$ cat src/rtl/llfifo_pop_scheduler.sv
// Push/pop controller for the shared linked-list multi-queue FIFO.
// The push path is a combinational pass-through with full backpressure.
// The pop path does round-robin over eligible queues, with bursts of up to
// BURST pops, into a registered valid/ready egress stage.
module llfifo_pop_scheduler #(
  parameter int unsigned WIDTH       = 8,
  parameter int unsigned NUM_FIFOS   = 2,
  parameter int unsigned SEL_WIDTH   = (NUM_FIFOS > 1) ? $clog2(NUM_FIFOS) : 1,
  parameter int unsigned BURST       = 2,
  parameter int unsigned BURST_WIDTH = $clog2(BURST + 1)
) (
  input  logic                 clk,
  input  logic                 rst,
  input  logic                 in_valid,
  input  logic [SEL_WIDTH-1:0] in_sel,
  input  logic [WIDTH-1:0]     in_data,
  output logic                 in_ready,
  output logic                 push,
  output logic [SEL_WIDTH-1:0] push_sel,
  output logic [WIDTH-1:0]     data_in,
  input  logic                 full,
  input  logic [NUM_FIFOS-1:0] empty,
  input  logic [WIDTH-1:0]     data_out,
  output logic                 pop,
  output logic [SEL_WIDTH-1:0] pop_sel,
  input  logic [NUM_FIFOS-1:0] q_enable,
  output logic                 out_valid,
  output logic [WIDTH-1:0]     out_data,
  output logic [SEL_WIDTH-1:0] out_sel,
  input  logic                 out_ready
);

  localparam logic [BURST_WIDTH-1:0] BURST_MAX = BURST_WIDTH'(BURST);
  localparam logic [SEL_WIDTH-1:0]   LAST_Q    = SEL_WIDTH'(NUM_FIFOS - 1);

  logic [SEL_WIDTH-1:0]   cur_q, cur_d;
  logic [BURST_WIDTH-1:0] cnt_q, cnt_d;
  logic                   out_valid_q, out_valid_d;
  logic [WIDTH-1:0]       out_data_q, out_data_d;
  logic [SEL_WIDTH-1:0]   out_sel_q, out_sel_d;

  logic [NUM_FIFOS-1:0]   elig;
  logic [SEL_WIDTH-1:0]   grant;
  logic [SEL_WIDTH-1:0]   scan_sel;
  logic                   keep_cur;
  logic                   can_load;

  // Push side: forward writes and never push into a full buffer or during reset.
  assign in_ready = rst & ~full;
  assign push     = in_valid & in_ready;
  assign push_sel = in_sel;
  assign data_in  = in_data;

  assign elig     = ~empty & q_enable;
  assign can_load = ~out_valid_q | out_ready;

  // Grant selection. cnt_q == 0 means no burst is open (only after reset), so cur is not favoured.
  always_comb begin
    int unsigned idx;
    logic        found;
    idx      = 0;
    found    = 1'b0;
    scan_sel = '0;
    keep_cur = (cnt_q != '0) && (cnt_q < BURST_MAX) && elig[cur_q];
    for (int unsigned k = 1; k <= NUM_FIFOS; k++) begin
      idx = (32'(cur_q) + k) % NUM_FIFOS;
      if (!found && elig[SEL_WIDTH'(idx)]) begin
        found    = 1'b1;
        scan_sel = SEL_WIDTH'(idx);
      end
    end
    grant = keep_cur ? cur_q : scan_sel;
  end

  assign pop     = rst & can_load & (|elig);
  assign pop_sel = grant;

  // Next-state for the scheduler and the egress register.
  always_comb begin
    cur_d       = cur_q;
    cnt_d       = cnt_q;
    out_valid_d = out_valid_q;
    out_data_d  = out_data_q;
    out_sel_d   = out_sel_q;
    if (pop) begin
      out_valid_d = 1'b1;
      out_data_d  = data_out;
      out_sel_d   = grant;
      if ((grant == cur_q) && (cnt_q < BURST_MAX)) begin
        cnt_d = cnt_q + BURST_WIDTH'(1);
      end else begin
        cur_d = grant;
        cnt_d = BURST_WIDTH'(1);
      end
    end else if (out_ready) begin
      out_valid_d = 1'b0;
    end
  end

  // State registers with synchronous active-low reset.
  always_ff @(posedge clk) begin
    if (!rst) begin
      cur_q       <= LAST_Q;
      cnt_q       <= '0;
      out_valid_q <= 1'b0;
      out_data_q  <= '0;
      out_sel_q   <= '0;
    end else begin
      cur_q       <= cur_d;
      cnt_q       <= cnt_d;
      out_valid_q <= out_valid_d;
      out_data_q  <= out_data_d;
      out_sel_q   <= out_sel_d;
    end
  end

  assign out_valid = out_valid_q;
  assign out_data  = out_data_q;
  assign out_sel   = out_sel_q;

endmodule

$ cat config.mk
export PLATFORM = sky130hd
export DESIGN_NAME = llfifo_pop_scheduler
export DESIGN_NICKNAME = d
export VERILOG_FILES = /design/src/rtl/llfifo_pop_scheduler.sv
export SDC_FILE = /design/constraint.sdc
export NUM_CORES = 1
export LEC_CHECK = 0
export CAP_MARGIN = 10
export CELL_PAD_IN_SITES_DETAIL_PLACEMENT = 0
export CELL_PAD_IN_SITES_GLOBAL_PLACEMENT = 1
export CORE_UTILIZATION = 35
export CTS_BUF_LIST = sky130_fd_sc_hd__clkbuf_8 sky130_fd_sc_hd__clkbuf_16
export DETAILED_ROUTE_END_ITERATION = 16
export DONT_BUFFER_PORTS = 1
export GPL_TIMING_DRIVEN = 0
export PLACE_DENSITY_LB_ADDON = 0.1
export SLEW_MARGIN = 15
export SYNTH_ARGS = -nofsm -noshare
export SYNTH_HDL_FRONTEND = slang
export SYNTH_SLANG_ARGS = --single-unit
export TNS_END_PERCENT = 5
$ cat constraint.sdc
create_clock -name clk -period 1.2 [get_ports clk]
set_clock_uncertainty 0.05 [all_clocks]
set_input_delay 0.18 -clock clk [delete_from_list [all_inputs] [get_ports clk]]
set_output_delay 0.18 -clock clk [all_outputs]
set_load 0.005 [all_outputs]
==> implementation parameters, run 1 <==
Parameter                              Value

Cells and area
  Core utilization of the finished layout    0.462
  Layout Nets    112
  Share of post-route cells with drive strength above 1    0.417
  Final instance count without filler cells    109
  Final instance area    807 µm²
  Layout-stage area growth over the synthesis result    23.1%
  Antenna diode count    0

Clock tree
  Clock slew at reported path FFs    50 ps
  Clock tree from TritonCTS    yes
  Root buffer selected by CTS    clkbuf_8
  Clk buf depth    2
  Count of hold buffers inserted by post-cts repair    0
  H-tree level count    1
  Sink Count    13
  Skew-Pair Late Insertion Delay    240 ps
  Total clock buffers created by CTS    3

Global routing
  Vias in the first global route    409
  Number of antenna violations at the first check in global routing    0
  Overall routing resource usage    0.123
  Wire length of the first global-routing pass    1750 µm
  Overflow left after global routing    0
  Maximum number of pins on one net before global-route repair    11

Power and ir drop
  Overall Power    1.01 mW
  Leak Pwr    0.363 nW
  Power density over cell area    1260 mW/mm²
  Maximum ir drop on the vdd rail    719 µV

Logic synthesis
  Synthesized-area fraction occupied by ao, oa, aoi and oai cells    0.181
  Mapped Avg Cell Area    8.63 µm²
  Sequential area share after synthesis    0.397
  Post-Synthesis Cells    76
  Area share of the largest cell type after synthesis    0.397
  Simple-gate share of the synthesized area    0.168
  Synthesized netlist net count    103
  Share of the synthesized netlist area taken by xor and xnor gates    0.0134
  Yosys warning total    0
  Post-Synth Adder-Cell Area    0.0191
  Dominant combinational cell family by area after synthesis    buffers and inverters
  Multiplexer area fraction after synthesis    0
  Flip-flop and latch count after synthesis    13
  Cell type with the largest total area after synthesis    dfxtp_1
  Post-Syn Area    656 µm²
  Most area-consuming cells after synthesis    dfxtp_1 40%, buf_4 10%, o21ai_0 7.6%, nand3_1 6.9%, inv_1 6.3%
  Post-synth cell types    23

Critical path
  Critical Path Fanout Max    2
  Worst r2r dst    cnt_q[1]$_SDFFE_PN0P_
  Worst EP arrival    1120 ps
  Critical Setup Path Class    reg -> out
  Reg2Reg Depth    6
  Critical Path Start    cnt_q[1]$_SDFFE_PN0P_
  Slack of the worst reg-to-reg path    -110 ps
  Number of buffer and inverter stages on the critical path    2
  R2r startpoint    cnt_q[1]$_SDFFE_PN0P_
  Longest individual stage delay on the worst path    330 ps
  Cell class contributing the biggest share of worst-path delay    flip-flops
  CP Data Required Time    970 ps
  Category of the worst setup path launch point    register
  Nature of the critical path endpoint    primary output
  Cells along the critical path    inv_2 -> ha_4 -> xnor2_2 -> o21ai_2 -> inv_1
  Library cell contributing the largest single delay on the critical path    dfxtp_2

Timing
  Clock period minus worst slack    1350 ps
  Setup repair after global routing missed its margin    true
  Worst relative slew slack    0.832
  Minimum hold slack    36.6 ps
  Maximum achievable frequency    743 MHz
  Count of pins over their slew limit    0
  Pin slew with the least headroom to its limit    252 ps
  Final worst-path cycle share    1.12
  Min setup slack post-route    -147 ps
  Final setup violating endpoints    4
  Final-layout setup total negative slack    -342 ps
  Hold Vio Cnt, Final    0

Hold path
  Hold Path Sink    out_data[3]$_SDFFE_PN0P_
  Path category of the worst min-delay check    in -> reg
  Hold Crit Depth    2
  Beginning of the worst hold path    data_out[3]

Outcome
  Violated checks    negative setup slack
  Run status    finished with violations

Detailed routing
  Met2 WL post-DR    639 µm
  Via-per-instance ratio    4.76
  Number of vias in the routed layout    519
  Post-route ant nets    0
  Routed length on met1    528 µm
  Length of routed met3 wiring    104 µm
  Top routing layer in use    met3
  Number of DRC violations after detailed routing    0
  Length of the first detailed-routing pass in iterations    2
  Violation count after the first detailed-routing iteration    3
  WL final    1270 µm
  Mean routed wirelength per cell    11.7 µm

Place
  Input/output buffers    0
  Detailed Place HPWL    930 µm
  Final weighted congestion of routability-driven global placement    0.715
  Cell area after placement    692 µm²
  Pre-CTS WS    -128 ps
  Number of placed instances, taps included    101

Job
  Max-Cap Viols    0

Floorplan
  Die footprint    0.00205 mm²
  Io pins    49
  Cell row count    15
  Initial core utilization    0.376
  Die outline width    45.3 µm
  Die boundary height    45.3 µm
  Core Region    0.00175 mm²
kinds of logic (layout without fill, tap and decap cells):
logic type / count (synthesis) / count (layout)
buffers and inverters: 24 / 32
adders and majority gates: 1 / 1
xor gates and xnor gates: 1 / 1
DFF: 13 / 13
AOI/OAI and AO/OA: 19 / 19
and+or+nand+nor: 18 / 18
routing by layer:
metal / GRT usage / vias up
li1: - / 258
met1: 0.133 / 232
met2: 0.200 / 29
met3: 0.0760 / 0
met4: 0.0364 / 0
met5: 0 / -
Yosys cell counts:
library cell / count
ha_1: 1
nor3_2: 1
nor2_1: 2
a31oi_1: 2
nor2b_2: 1
and2_1: 1
o21ai_2: 1
clkbuf_2: 1
o21ai_1: 1
a211oi_1: 2
xnor2_1: 1
nor2b_4: 1
inv_6: 1
a32o_1: 1
o211ai_2: 1
dfxtp_1: 13
buf_6: 2
nand2b_1: 3
nand3_1: 9
a21oi_1: 1
o21ai_0: 10
inv_1: 11
buf_4: 9
report_power, final:
part / switching, mW / total, mW / internal, mW / leakage (nW)
Combinational: 0.0709 / 0.153 / 0.0822 / 0.227
Sequential: 0.0314 / 0.499 / 0.467 / 0.108
Clock: 0.138 / 0.362 / 0.225 / 0.0269
registers in the layout, indices dropped and copies added, names as in the netlist:
name,cells
out_valid,1
out_sel,1
cnt_q,2
cur_q,1
out_data,8
cell type report:
class / instances / area [µm²]
buffer: 12 / 95.1
clock buffer: 3 / 41.3
clock inverter: 1 / 3.75
fill: 180 / 938
inverter: 12 / 50.0
multi-input combinational: 39 / 292
sequential: 13 / 264
tap: 25 / 31.3
timing repair buffer: 4 / 30.0
worst max path at each step:
stage / to / slack (ps) / depth (start not counted)
floorplan: cnt_q[1]$_SDFFE_PN0P_ / -8 / 5
global placement: cnt_q[0]$_SDFFE_PN0P_ / -120 / 4
detailed placement: cnt_q[0]$_SDFFE_PN0P_ / -130 / 5
CTS: pop_sel / -180 / 5
global route: pop_sel / -200 / 5
finish: pop_sel / -150 / 5
cell usage in the layout (no fill, tap or decap), types with 2 or more instances in the layout:
| master | instances |
|---|---|
| o21ai_2 | 2 |
| a211oi_2 | 2 |
| a31oi_1 | 2 |
| dfxtp_2 | 3 |
| buf_4 | 13 |
| o21ai_0 | 8 |
| o21ai_1 | 2 |
| nand3_1 | 9 |
| dfxtp_1 | 10 |
| clkbuf_8 | 3 |
| nand2b_1 | 2 |
| inv_1 | 11 |
| nor2_1 | 2 |
| buf_6 | 2 |
what timing repair did:
item,4_1_cts,5_1_grt
pin swaps,3,2
buffers inserted,3,1
resized for setup,10,1
setup endpoints to repair,6,6
Note: power is estimated with default switching activity, not from simulation.
==> run 2, diff against run 1 <==
CTS_BUF_LIST = sky130_fd_sc_hd__clkbuf_16   (was sky130_fd_sc_hd__clkbuf_8 sky130_fd_sc_hd__clkbuf_16)
==> run 2 against run 1 <==
  * The flow still finishes with violations (negative setup slack)
  * Final area is 4.2% higher
  * Global-route usage rose by 0.42 points
  * Power grew 24%
  * Die area is the same
  * Sequential power barely moved
  * First-iteration DRC count did not move
  * Routed wire length increased by 0.31%
  * Highest routed layer unchanged
==> implementation parameters, run 2 (synthesis results as in run 1) <==
Parameter                              Value

Hold path
  Path category of the worst min-delay check    in -> reg

Power and ir drop
  Leak Pwr    0.378 nW
  Power density over cell area    1490 mW/mm²
  Maximum ir drop on the vdd rail    974 µV

Place
  Final weighted congestion of routability-driven global placement    0.715
  Pre-CTS WS    -128 ps
  Input/output buffers    0
  Detailed Place HPWL    930 µm

Critical path
  Nature of the critical path endpoint    primary output
  Critical Setup Path Class    reg -> out
  CP Data Required Time    970 ps
  Category of the worst setup path launch point    register
  Critical Path Fanout Max    2
  Worst EP arrival    1110 ps

Timing
  Setup repair after global routing missed its margin    true
  Count of pins over their slew limit    0
  Final worst-path cycle share    1.12
  Maximum achievable frequency    747 MHz
  Worst relative slew slack    0.832
  Clock period minus worst slack    1340 ps
  Pin slew with the least headroom to its limit    252 ps
  Min setup slack post-route    -139 ps
  Hold Vio Cnt, Final    0
  Final setup violating endpoints    4
  Minimum hold slack    37.5 ps
  Final-layout setup total negative slack    -325 ps

Detailed routing
  Via-per-instance ratio    4.79
  WL final    1280 µm
  Post-route ant nets    0
  Number of vias in the routed layout    522
  Mean routed wirelength per cell    11.7 µm
  Violation count after the first detailed-routing iteration    3
  Length of the first detailed-routing pass in iterations    2
  Number of DRC violations after detailed routing    0

Clock tree
  Total clock buffers created by CTS    3
  Count of hold buffers inserted by post-cts repair    0
  Clock tree from TritonCTS    yes
  Skew-Pair Late Insertion Delay    240 ps
  Clk buf depth    2
  Clock slew at reported path FFs    40 ps
  Sink Count    13
  H-tree level count    1
  Root buffer selected by CTS    clkbuf_16

Floorplan
  Initial core utilization    0.376
  Core Region    0.00175 mm²
  Io pins    49
  Die outline width    45.3 µm
  Die footprint    0.00205 mm²
  Die boundary height    45.3 µm
  Cell row count    15

Cells and area
  Largest register FFs    8
  Top library cells by usage in the layout, fill and taps aside    13 x buf_4, 11 x inv_1, 10 x dfxtp_1, 9 x nand3_1, 8 x o21ai_0
  Layout-stage area growth over the synthesis result    28.2%
  Share of post-route cells with drive strength above 1    0.417
  Layout Nets    112
  Core utilization of the finished layout    0.482
  Commonest non-fill, non-tap cell in the layout    buf_4
  Antenna diode count    0

Global routing
  Number of antenna violations at the first check in global routing    0
  Overall routing resource usage    0.127
  Overflow left after global routing    0
  Maximum number of pins on one net before global-route repair    11
  Wire length of the first global-routing pass    1810 µm
  Vias in the first global route    413

Outcome
  Violated checks    negative setup slack
  Run status    finished with violations

Job
  Max-Cap Viols    0
## run 2: changes by cell type in the layout (fill, tap and decap cells not counted)
cell	previous run	this run
clkbuf_16	0	3
clkbuf_8	3	0
## run 2: per-stage QoR
| step | total power, mW | cells | cell area, µm² |
|---|---|---|---|
| CTS | 1.27 | 108 | 828 |
| detailed placement | 0.633 | 101 | 692 |
| finish | 1.25 | 109 | 841 |
| global route | 1.31 | 109 | 841 |
| global placement | 0.630 | 101 | 692 |
| floorplan | 0.609 | 76 | 661 |
## run 2: what timing repair did
| action | 4_1_cts | 5_1_grt |
|---|---|---|
| resized for setup | 10 | 1 |
| pin swaps | 3 | 2 |
| setup buffers | 3 | 1 |
| endpoints found under the setup margin | 6 | 6 |
| endpoints found under the hold margin | 0 | 0 |
## run 2: worst max-delay path: stages (launching register included)
cell and delay, ps:
dfxtp_2 320, inv_2 50, ha_4 160, xnor2_2 120, o21ai_2 150, inv_1 70
## run 2: per-layer routing
metal / wire length, µm / global-route usage / part of all wire
met3: 119 / 0.0760 / 0.093
met2: 627 / 0.203 / 0.49
met5: 0 / 0 / 0
met4: 0 / 0.0364 / 0
met1: 529 / 0.143 / 0.41
## run 2: final timing paths
check / to / startpoint / slack [ps] / cells after the start
worst max-delay path: pop_sel / cnt_q[1]$_SDFFE_PN0P_ / -140 / 5
worst min-delay path: out_data[3]$_SDFFE_PN0P_ / data_out[3] / 40 / 2
worst max register to register: cnt_q[1]$_SDFFE_PN0P_ / cnt_q[1]$_SDFFE_PN0P_ / -100 / 6
worst min register to register: out_data[3]$_SDFFE_PN0P_ / out_data[3]$_SDFFE_PN0P_ / 440 / 2
## run 2: cell type report
type                    count  area (µm²)
plain buffers              12        95.1
repair buffers              4        30.0
fillers                   177         905
flip-flops and latches     13         264
multi-input cells          39         292
inverters                  12        50.0
well taps                  25        31.3
clock buffers               3        75.1
clock inverters             1        3.75
## run 2: power breakdown
part | internal [mW] | total, mW | switching [mW]
Combinational | 0.0822 | 0.153 | 0.0707
Clock | 0.437 | 0.600 | 0.163
Sequential | 0.469 | 0.500 | 0.0313
